### config.mk
export PLATFORM = sky130hd
export DESIGN_NAME = servant_pll_reset_seq
export DESIGN_NICKNAME = d
export VERILOG_FILES = /design/src/rtl/servant_pll_reset_seq.sv
export SDC_FILE = /design/constraint.sdc
export NUM_CORES = 1
export LEC_CHECK = 0
export ABC_AREA = 1
export BUFFER_PORTS_ARGS = -buffer_cell sky130_fd_sc_hd__buf_2
export CAP_MARGIN = 20
export CELL_PAD_IN_SITES_DETAIL_PLACEMENT = 0
export CELL_PAD_IN_SITES_GLOBAL_PLACEMENT = 1
export CORE_ASPECT_RATIO = 1.25
export CORE_MARGIN = 2
export CORE_UTILIZATION = 36
export DETAILED_ROUTE_END_ITERATION = 10
export MAX_ROUTING_LAYER = met4
export PLACE_DENSITY = 0.67
export SYNTH_ARGS = -nofsm -noshare
export SYNTH_HDL_FRONTEND = slang
export SYNTH_SLANG_ARGS = --single-unit
### constraint.sdc
create_clock -name i_clk -period 2.1 [get_ports i_clk]
set_clock_uncertainty 0.2 [all_clocks]
set_input_delay 0.105 -clock i_clk [delete_from_list [all_inputs] [get_ports i_clk]]
set_output_delay 0.105 -clock i_clk [all_outputs]
set_load 0.1 [all_outputs]
### src/rtl/servant_pll_reset_seq.sv
// PLL reset/lock sequencer on the free-running reference clock: pulses PLL RST, waits for lock with retries, releases o_rst.
// Optional status outputs (o_retries, o_lock_lost) are enabled by defining SERVANT_PLL_SEQ_STATUS_EN.
module servant_pll_reset_seq #(
  parameter int RST_CYCLES    = 16,
  parameter int LOCK_TIMEOUT  = 65536,
  parameter int STABLE_CYCLES = 1024,
  parameter int MAX_RETRIES   = 3
) (
  input  logic i_clk,
  input  logic i_rst,
  input  logic i_locked,
  output logic o_pll_rst,
  output logic o_rst,
  output logic o_locked,
  output logic o_fail
`ifdef SERVANT_PLL_SEQ_STATUS_EN
  ,
  output logic [((MAX_RETRIES > 0) ? $clog2(MAX_RETRIES + 1) : 1)-1:0] o_retries,
  output logic o_lock_lost
`endif
);

  localparam int MAX_A   = (RST_CYCLES > LOCK_TIMEOUT) ? RST_CYCLES : LOCK_TIMEOUT;
  localparam int MAX_CNT = (MAX_A > STABLE_CYCLES) ? MAX_A : STABLE_CYCLES;
  localparam int CW      = (MAX_CNT > 1) ? $clog2(MAX_CNT) : 1;
  localparam int RW      = (MAX_RETRIES > 0) ? $clog2(MAX_RETRIES + 1) : 1;

  localparam logic [CW-1:0] RST_LAST     = CW'(RST_CYCLES - 1);
  localparam logic [CW-1:0] TIMEOUT_LAST = CW'(LOCK_TIMEOUT - 1);
  localparam logic [CW-1:0] STABLE_LAST  = CW'(STABLE_CYCLES - 1);
  localparam logic [RW-1:0] RETRY_LAST   = RW'(MAX_RETRIES);

  typedef enum logic [2:0] {
    PLL_RST   = 3'd0,
    WAIT_LOCK = 3'd1,
    STABLE    = 3'd2,
    RUN       = 3'd3,
    FAIL      = 3'd4
  } state_e;

  state_e        state, state_next;
  logic [CW-1:0] cnt, cnt_next;
  logic [RW-1:0] retries, retries_next;
  logic          locked_meta, locked_s;
  logic          pll_rst_d, rst_d, locked_d, fail_d;

  // State, counters, lock synchronizer and registered outputs.
  always_ff @(posedge i_clk) begin
    if (i_rst) begin
      state       <= PLL_RST;
      cnt         <= '0;
      retries     <= '0;
      locked_meta <= 1'b0;
      locked_s    <= 1'b0;
      o_pll_rst   <= 1'b1;
      o_rst       <= 1'b1;
      o_locked    <= 1'b0;
      o_fail      <= 1'b0;
    end else begin
      state       <= state_next;
      cnt         <= cnt_next;
      retries     <= retries_next;
      locked_meta <= i_locked;
      locked_s    <= locked_meta;
      o_pll_rst   <= pll_rst_d;
      o_rst       <= rst_d;
      o_locked    <= locked_d;
      o_fail      <= fail_d;
    end
  end

  always_comb begin
    state_next   = state;
    cnt_next     = cnt + CW'(1);
    retries_next = retries;
    case (state)
      PLL_RST: begin
        if (cnt == RST_LAST) begin
          state_next = WAIT_LOCK;
          cnt_next   = '0;
        end
      end
      WAIT_LOCK: begin
        // Lock takes priority over a timeout landing on the same cycle.
        if (locked_s) begin
          state_next = STABLE;
          cnt_next   = '0;
        end else if (cnt == TIMEOUT_LAST) begin
          cnt_next = '0;
          if (retries == RETRY_LAST) begin
            state_next = FAIL;
          end else begin
            state_next   = PLL_RST;
            retries_next = retries + RW'(1);
          end
        end
      end
      STABLE: begin
        if (!locked_s) begin
          state_next = WAIT_LOCK;
          cnt_next   = '0;
        end else if (cnt == STABLE_LAST) begin
          state_next = RUN;
          cnt_next   = '0;
        end
      end
      RUN: begin
        cnt_next = cnt;
        if (!locked_s) begin
          state_next   = PLL_RST;
          cnt_next     = '0;
          retries_next = '0;
        end
      end
      FAIL: begin
        cnt_next = cnt;
      end
      default: begin
        state_next   = PLL_RST;
        cnt_next     = '0;
        retries_next = '0;
      end
    endcase
  end

  // Outputs decode the next state so they move on the same edge as the state.
  always_comb begin
    pll_rst_d = 1'b1;
    rst_d     = 1'b1;
    locked_d  = 1'b0;
    fail_d    = 1'b0;
    case (state_next)
      WAIT_LOCK, STABLE: pll_rst_d = 1'b0;
      RUN: begin
        pll_rst_d = 1'b0;
        rst_d     = 1'b0;
        locked_d  = 1'b1;
      end
      FAIL:    fail_d = 1'b1;
      default: pll_rst_d = 1'b1;
    endcase
  end

`ifdef SERVANT_PLL_SEQ_STATUS_EN
  logic lock_lost;

  always_ff @(posedge i_clk) begin
    if (i_rst) begin
      lock_lost <= 1'b0;
    end else if (state == RUN && state_next == PLL_RST) begin
      lock_lost <= 1'b1;
    end
  end

  assign o_retries   = retries;
  assign o_lock_lost = lock_lost;
`endif

endmodule

==> flow_metrics.tcl, run 1 <==
set metrics [dict create \
    port_buffers 6 \
    synth_top_family_by_area "simple AND/OR/NAND/NOR gates" \
    synthesis.nets 216 \
    dieArea_mm2 0.00454 \
    via_per_inst 4.66 \
    layout.nets 230 \
    synth_area_mm2 0.00145 \
    powerDensity_mw_per_mm2 536 \
    met2_usage_pct 27.8 \
    track_usage_pct 16.6 \
    grt_max_degree 15 \
    synth-seq-area-share_pct 37.4 \
    antenna_found_initial 0 \
    drt-initial-drc-count 42 \
    die_w_um 60.7 \
    synthAdderAreaFrac_pct 1.73 \
    holdWs_ns 0.209 \
    grtUsageMet3_pct 2.06 \
    synth-xor-area-share_pct 4.85 \
    syn_inst 211 \
    yosys_warnings 0 \
    wl_per_cell_um 11.2 \
    cp-start-kind "register" \
    first_global_vias 1242 \
    drv_cap 0 \
    synth_compound_area_share_pct 4.59 \
    grt.met1_usage_pct 19.6 \
    fp-row-count 25 \
    max-slew-margin-rel_pct 67.5 \
    syn_to_final_growth_pct 11.2 \
    vdd_drop_max_mv 0.261 \
    grt_overflow_total 0 \
    cts_buffer_depth 2 \
    avgSynthCellArea_um2 6.85 \
    via_count 1296 \
    cpPeakStageDelay_ns 0.38 \
    path_cells "ha_1, nand3_1, inv_1, nand2_2, o21ai_2, nand4_2, nand2_2, nor2_1" \
    crit_required_ns 2.06 \
    antennaDiodeCount 0 \
    path_max_fanout 12 \
    drive_gt1_share_pct 17.0 \
    ctsResizeCount 0 \
    routabilityCongestion 0.798 \
    slew_viol_final 0 \
    drc 0 \
    dp_hpwl_um 2450 \
    status "completed" \
    grt_pass1_wl_um 5400 \
    ff2ff_path_depth 8 \
    io-pin-count 7 \
    rsz0062_at_grt "false" \
    cpMostUsedCell "nand2_2" \
    totalWireLength_um 3130 \
    core_mm2 0.00382 \
    clk_pin_slew_ns 0.09 \
    synth_cell_type_count 27 \
    min-delay-start "locked_meta" \
    cp_slowest_cell "dfxtp_1" \
    fin_crit_sh_pct 88.6 \
    critPathTopFamily "simple AND/OR/NAND/NOR gates" \
    drt_first_pass_iters 4 \
    fmax_mhz 537 \
    min_path_cells 2 \
    critPathKind "register to register" \
    antenna_left 0 \
    finalSetupViolations 0 \
    fin_util_pct 42.1 \
    path_buf_inv 1 \
    cts_tree "yes" \
    busiest_layer "met2" \
    rrSetupSlack_ns 0.24 \
    fin_setup_tns_ns 0 \
    min_delay_worst_endpoint "locked_s" \
    root_buffer "clkbuf_8" \
    r2r_start "cnt[0]" \
    start_util_pct 37.9 \
    r2r_end "cnt[0]" \
    worstHoldPathType "register to register" \
    htree_levels 1 \
    crit_arrival_ns 1.82 \
    ys_seq_elements 27 \
    die_h_um 74.8 \
    yosys-mux-area-fraction_pct 0 \
    clk_latency_ns 0.28 \
    hold_violations 0 \
    leakage_uw 0.000661 \
    cts_made_buffers 3 \
    period_needed_ns 1.86 \
    cts.sinks 27 \
    crit_path_end_kind "register" \
    worst_pin_slew_ns 0.491 \
    synth-simple-area-share_pct 43.1 \
]
-- cell families after synthesis --
family | Yosys count
buffers and inverters | 27
and+or+nand+nor | 136
DFF | 27
xor gates and xnor gates | 8
adders and majority gates | 2
AOI/OAI and AO/OA | 11
-- power by group --
part	internal (µW)	leakage, µW	switching, µW
logic	14.6	0.000420	20.3
clock network	136	0.0000228	166
registers	519	0.000219	5.78
-- layer usage --
| layer | wire [µm] | share of wire (%) | vias up |
|---|---|---|---|
| met1 | 1410 | 45 | 599 |
| met2 | 1600 | 51 | 14 |
| met4 | 64 | 2.0 | 0 |
| met3 | 51 | 1.6 | 5 |
| li1 | - | - | 678 |
| met5 | 0 | 0 | - |
-- synth_stat cells (all sizes together) --
master,n,area share [%]
nand4,3,1.7
or2,1,0.43
buf,2,1.8
xnor2,2,1.2
nand3,16,5.5
dfxtp,27,37
nor2,54,17
nand3b,2,1.0
ha,2,1.7
a21oi,2,0.69
xor2,6,3.6
nand2,57,16
a21boi,1,0.52
o22ai,1,0.43
o21bai,1,0.52
o21ai,5,2.0
nor3,3,1.0
inv,25,6.5
a31oi,1,0.43
-- placed cells by master, fill, tap and decap left out, types with 2 or more instances in the layout --
master          n
nand2_2         6
nor2_1         39
nand4_1         2
dfxtp_1        27
nand3_1        16
nand3b_1        2
o21ai_0         4
buf_2           6
dlygate4sd3_1   3
clkbuf_8        3
xor2_1          6
ha_1            2
inv_1          23
a21oi_1         2
inv_2           2
buf_4           2
nor3_1          3
xnor2_1         2
nor2_2         14
nand2_1        50
-- registers in the layout, indices dropped and copies added (netlist names) --
name	count
o_fail	1
cnt	16
o_locked	1
state	3
o_pll_rst	1
o_rst	1
locked_meta	1
retries	2
locked_s	1
-- worst max path at each step --
| stage | startpoint | end | slack, ns | cells after the start |
|---|---|---|---|---|
| finish | cnt[0] | cnt[0] | 0.24 | 8 |
| detailed placement | cnt[0] | cnt[14] | 0.22 | 8 |
| global route | cnt[0] | cnt[0] | 0.06 | 8 |
| floorplan | cnt[0] | cnt[12] | 0.46 | 9 |
| CTS | cnt[0] | cnt[0] | 0.22 | 8 |
| global placement | cnt[0] | cnt[0] | 0.30 | 8 |
-- what timing repair did --
action	CTS	global route
endpoints found under the setup margin	0	0
buffers inserted	0	0
hold endpoints to repair	7	0
hold buffers	3	0
-- worst min-delay path: cells and delay by family, from the launching register on --
kind / cells / cell delay [ns]
DFF: 1 / 0.30
and+or+nand+nor: 1 / 0.03
buffers and inverters: 1 / 0.04
-- per-stage QoR --
step | cells | power (µW) | setup slack [ns] | area, µm²
after floorplan | 211 | 561 | 0.458 | 1450
after global placement | 271 | 566 | 0.298 | 1530
after detailed placement | 271 | 568 | 0.223 | 1530
after CTS | 278 | 874 | 0.216 | 1610
after global routing | 278 | 901 | 0.0628 | 1610
final | 278 | 862 | 0.239 | 1610
-- cell type report --
| type | instances | area [µm²] |
|---|---|---|
| fill | 410 | 2210 |
| multi-input combinational | 157 | 785 |
| timing repair buffer | 11 | 75.1 |
| clock buffer | 4 | 45.0 |
| inverter | 25 | 93.8 |
| sequential | 27 | 541 |
| tap | 54 | 67.6 |
Note: power is estimated with default switching activity, not from simulation.
==> inputs of run 2 (changes only) <==
--- a/config.mk
+++ b/config.mk
@@ -15,7 +15,7 @@
 export CORE_UTILIZATION = 36
 export DETAILED_ROUTE_END_ITERATION = 10
 export MAX_ROUTING_LAYER = met4
-export PLACE_DENSITY = 0.67
+export PLACE_DENSITY = 0.64
 export SYNTH_ARGS = -nofsm -noshare
 export SYNTH_HDL_FRONTEND = slang
 export SYNTH_SLANG_ARGS = --single-unit
==> run 2 against run 1 <==
  * Register-to-register slack hardly changed
  * Global-route usage is 0.66 points lower
  * Cell area did not move
  * Die area unchanged
  * Critical path depth unchanged
  * First-iteration DRC count fell by 4.8%
  * Setup slack lost 0.012 ns
  * Wire length down 1.5%
  * Total power decreased by 0.29%
  * Clock-buffer cell count unchanged
  * Flip-flop and latch count stayed put
  * Highest routed layer unchanged
==> flow_metrics.tcl, run 2 (synthesized netlist as in run 1, its figures left out) <==
set metrics [dict create \
    status "completed" \
    grt_overflow_total 0 \
    fp-row-count 25 \
    min_path_cells 2 \
    clk_pin_slew_ns 0.09 \
    fin_crit_sh_pct 89.2 \
    crit_path_end_kind "register" \
    die_w_um 60.7 \
    drive_gt1_share_pct 17.0 \
    leakage_uw 0.000661 \
    routabilityCongestion 0.767 \
    rsz0062_at_grt "false" \
    met2_usage_pct 26.0 \
    placed_area_mm2 0.00153 \
    start_util_pct 37.9 \
    crit_required_ns 2.06 \
    clk_latency_ns 0.27 \
    slew_viol_final 0 \
    core_mm2 0.00382 \
    antennaDiodeCount 0 \
    worstHoldPathType "register to register" \
    cts_made_buffers 3 \
    totalWireLength_um 3080 \
    layout_commonest_cell "nand2_1" \
    cp-start-kind "register" \
    reg.largest.list "cnt x16, state x3, retries x2" \
    path_max_fanout 12 \
    grt_pass1_wl_um 5200 \
    htree_levels 1 \
    busiest_layer "met2" \
    ff2ff_path_depth 8 \
    antenna_left 0 \
    via_count 1258 \
    fmax_mhz 534 \
    io-pin-count 7 \
    drv_cap 0 \
    cts.sinks 27 \
    root_buffer "clkbuf_8" \
    finalSetupViolations 0 \
    max-slew-margin-rel_pct 67.8 \
    fin_setup_tns_ns 0 \
    die_h_um 74.8 \
    largest_register_ffs 16 \
    first_global_vias 1196 \
    hold_violations 0 \
    grt.met1_usage_pct 18.9 \
    cts_buffer_depth 2 \
    drc 0 \
    wl_per_cell_um 11.1 \
    cts_tree "yes" \
    grtUsageMet3_pct 2.75 \
    powerDensity_mw_per_mm2 535 \
    fin_util_pct 42.1 \
    final_cell_area_mm2 0.00161 \
    power_uw 859 \
    drt_first_pass_iters 4 \
    final_cell_mix "nand2_1 (50), nor2_1 (39), dfxtp_1 (27)" \
    dieArea_mm2 0.00454 \
    critPathKind "register to register" \
    drt-initial-drc-count 40 \
    dp_hpwl_um 2440 \
    via_per_inst 4.53 \
    regMostFlops "cnt" \
    period_needed_ns 1.87 \
    crit_arrival_ns 1.83 \
    syn_to_final_growth_pct 11.2 \
    port_buffers 6 \
    layout.nets 230 \
    track_usage_pct 15.9 \
    nFillCells 409 \
    post-cts-setup-buffers 0 \
    holdWs_ns 0.216 \
    worst_pin_slew_ns 0.486 \
    grt_max_degree 15 \
    vdd_drop_max_mv 0.289 \
    antenna_found_initial 0 \
]
-- run 2: report_power, final --
part,switching [µW],total (µW),internal [µW]
logic,20.4,35.0,14.6
clock network,164,300,136
registers,5.67,524,519
-- run 2: repair_timing --
item                      4_1_cts  5_1_grt
hold buffers                    3        0
hold endpoints to repair        7        0
gates resized for setup         0        0
-- run 2: path summary, 6_finish.rpt --
check,startpoint,end,slack (ns)
worst min-delay path,locked_meta,locked_s,0.22
worst min register to register,locked_meta,locked_s,0.22
worst max register to register,cnt[0],cnt[0],0.23
worst max-delay path,cnt[0],cnt[0],0.23
-- run 2: metal layers --
metal,up-vias,wire [µm]
li1,679,-
met1,567,1360
met2,7,1640
met3,5,32
met4,0,48
met5,-,0
-- run 2: final cells by class --
| cell class | instances | area [µm²] | share of cell area [%] |
|---|---|---|---|
| Multi-Input combinational cell | 157 | 785 | 48.8 |
| Sequential cell | 27 | 541 | 33.6 |
| Inverter | 25 | 93.8 | 5.84 |
| Timing Repair Buffer | 11 | 75.1 | 4.67 |
| Tap cell | 54 | 67.6 | 4.21 |
| Clock buffer | 4 | 45.0 | 2.80 |
-- run 2: metrics by stage --
step                std cells  setup WS [ns]
floorplan                 211          0.458
global placement          271          0.296
detailed placement        271          0.228
CTS                       278          0.211
global route              278         0.0575
finish                    278          0.227
-- run 2: critical path: stages, from the launching register on --
cell     delay (ns)
dfxtp_1        0.38
ha_1           0.18
nand3_1        0.11
inv_1          0.14
nand2_2        0.10
o21ai_2        0.17
nand4_2        0.11
nand2_2        0.30
nor2_1         0.07
==> inputs of run 3 (changes only) <==
--- a/config.mk
+++ b/config.mk
@@ -16,6 +16,7 @@
 export DETAILED_ROUTE_END_ITERATION = 10
 export MAX_ROUTING_LAYER = met4
 export PLACE_DENSITY = 0.64
+export REMOVE_ABC_BUFFERS = 1
 export SYNTH_ARGS = -nofsm -noshare
 export SYNTH_HDL_FRONTEND = slang
 export SYNTH_SLANG_ARGS = --single-unit
==> run 3 against run 2 <==
  * Setup slack better by 0.012 ns
  * Critical endpoint unchanged
  * Worst hold slack barely moved
  * Sequential share of layout area about the same
  * Global-route usage fell by 0.18 points
  * Non-clock buffer count did not move
  * First-iteration DRC count grew 13%
  * Flip-flop and latch count is the same
  * Via count down 0.72%
  * Clock power shrank 2%
  * Register-to-register slack is essentially flat
==> flow_metrics.tcl, run 3 (synthesized netlist as in run 1, its figures left out) <==
set metrics [dict create \
    crit_required_ns 2.06 \
    routabilityCongestion 0.824 \
    reg.largest.list "cnt x16, state x3, retries x2" \
    crit_path_end_kind "register" \
    start_util_pct 37.9 \
    cts.sinks 27 \
    via_per_inst 4.49 \
    root_buffer "clkbuf_8" \
    rrSetupSlack_ns 0.24 \
    track_usage_pct 15.7 \
    final_cell_mix "nand2_1 (50), nor2_1 (39), dfxtp_1 (27)" \
    fp-row-count 25 \
    core_mm2 0.00382 \
    htree_levels 1 \
    grt_max_degree 16 \
    die_h_um 74.8 \
    dieArea_mm2 0.00454 \
    wl_per_cell_um 11.3 \
    first_global_vias 1204 \
    fin_setup_tns_ns 0 \
    cts_made_buffers 3 \
    via_count 1249 \
    post-cts-setup-buffers 0 \
    layout.nets 230 \
    io-pin-count 7 \
    syn_to_final_growth_pct 11.3 \
    cp-start-kind "register" \
    regMostFlops "cnt" \
    port_buffers 6 \
    crit_arrival_ns 1.82 \
    die_w_um 60.7 \
    dp_hpwl_um 2520 \
    max-slew-margin-rel_pct 67.7 \
    critPathKind "register to register" \
    hold_violations 0 \
    totalWireLength_um 3150 \
    drt_first_pass_iters 4 \
    fmax_mhz 537 \
    drt-initial-drc-count 45 \
    antenna_left 0 \
    period_needed_ns 1.86 \
    powerDensity_mw_per_mm2 530 \
    drc 0 \
    leakage_uw 0.000664 \
    cts_buffer_depth 2 \
    fin_crit_sh_pct 88.6 \
    clk_latency_ns 0.27 \
    rsz0062_at_grt "false" \
    drv_cap 0 \
    slew_viol_final 0 \
    grt_overflow_total 0 \
    finalSetupViolations 0 \
    vdd_drop_max_mv 0.297 \
    power_uw 853 \
    path_max_fanout 12 \
    antennaDiodeCount 0 \
    layout_commonest_cell "nand2_1" \
    status "completed" \
    clk_pin_slew_ns 0.09 \
    antenna_found_initial 0 \
    cts_tree "yes" \
    worst_pin_slew_ns 0.488 \
    nFillCells 436 \
    worstHoldPathType "register to register" \
    grt_pass1_wl_um 5130 \
    drive_gt1_share_pct 17.4 \
    largest_register_ffs 16 \
]
[run 3: layout make-up]
class	instances	area (µm²)	area share, %
clock buffers	3	41.3	2.57
multi-input cells	157	785	48.8
flip-flops and latches	27	541	33.6
inverters	25	93.8	5.84
clock inverters	1	5.00	0.311
repair buffers	11	75.1	4.67
well taps	54	67.6	4.20
[run 3: worst paths after layout]
check | startpoint | to | depth (start not counted)
setup / recovery | cnt[0] | cnt[0] | 8
hold / removal | locked_meta | locked_s | 2
setup reg to reg | cnt[0] | cnt[0] | 8
hold reg to reg | locked_meta | locked_s | 2
[run 3: power breakdown]
group | switching [µW] | internal (µW)
logic | 20.6 | 14.4
registers | 5.72 | 519
clock network | 161 | 133
[run 3: layer usage]
metal | GRT usage [%] | vias to the layer above | routed length, µm
li1 | - | 681 | -
met2 | 28.7 | 8 | 1660
met5 | - | - | 0
met3 | 2.06 | 4 | 33
met1 | 17.6 | 556 | 1420
met4 | 4.35 | 0 | 31
[run 3: repair_timing]
item	4_1_cts	5_1_grt
endpoints found under the hold margin	7	0
hold buffers	3	0
resized for setup	0	0
[run 3: worst max-delay path, stage by stage, from the launching register on]
cell	delay [ns]
dfxtp_1	0.38
ha_1	0.18
nand3_1	0.10
inv_1	0.13
nand2_2	0.10
o21ai_2	0.17
nand4_2	0.11
nand2_2	0.30
nor2_1	0.08
[run 3: metrics by stage]
step	hold WS (ns)	instance area (µm²)	util (%)	setup WS [ns]	std cells
2_1_floorplan	-0.0259	1420	-	0.428	209
3_3_place_gp	0.112	1530	40.1	0.292	271
3_5_place_dp	0.117	1530	40.1	0.230	271
4_1_cts	0.211	1610	42.1	0.215	278
5_1_grt	0.244	1610	42.1	0.0612	278
6_report	0.215	1610	42.1	0.239	278
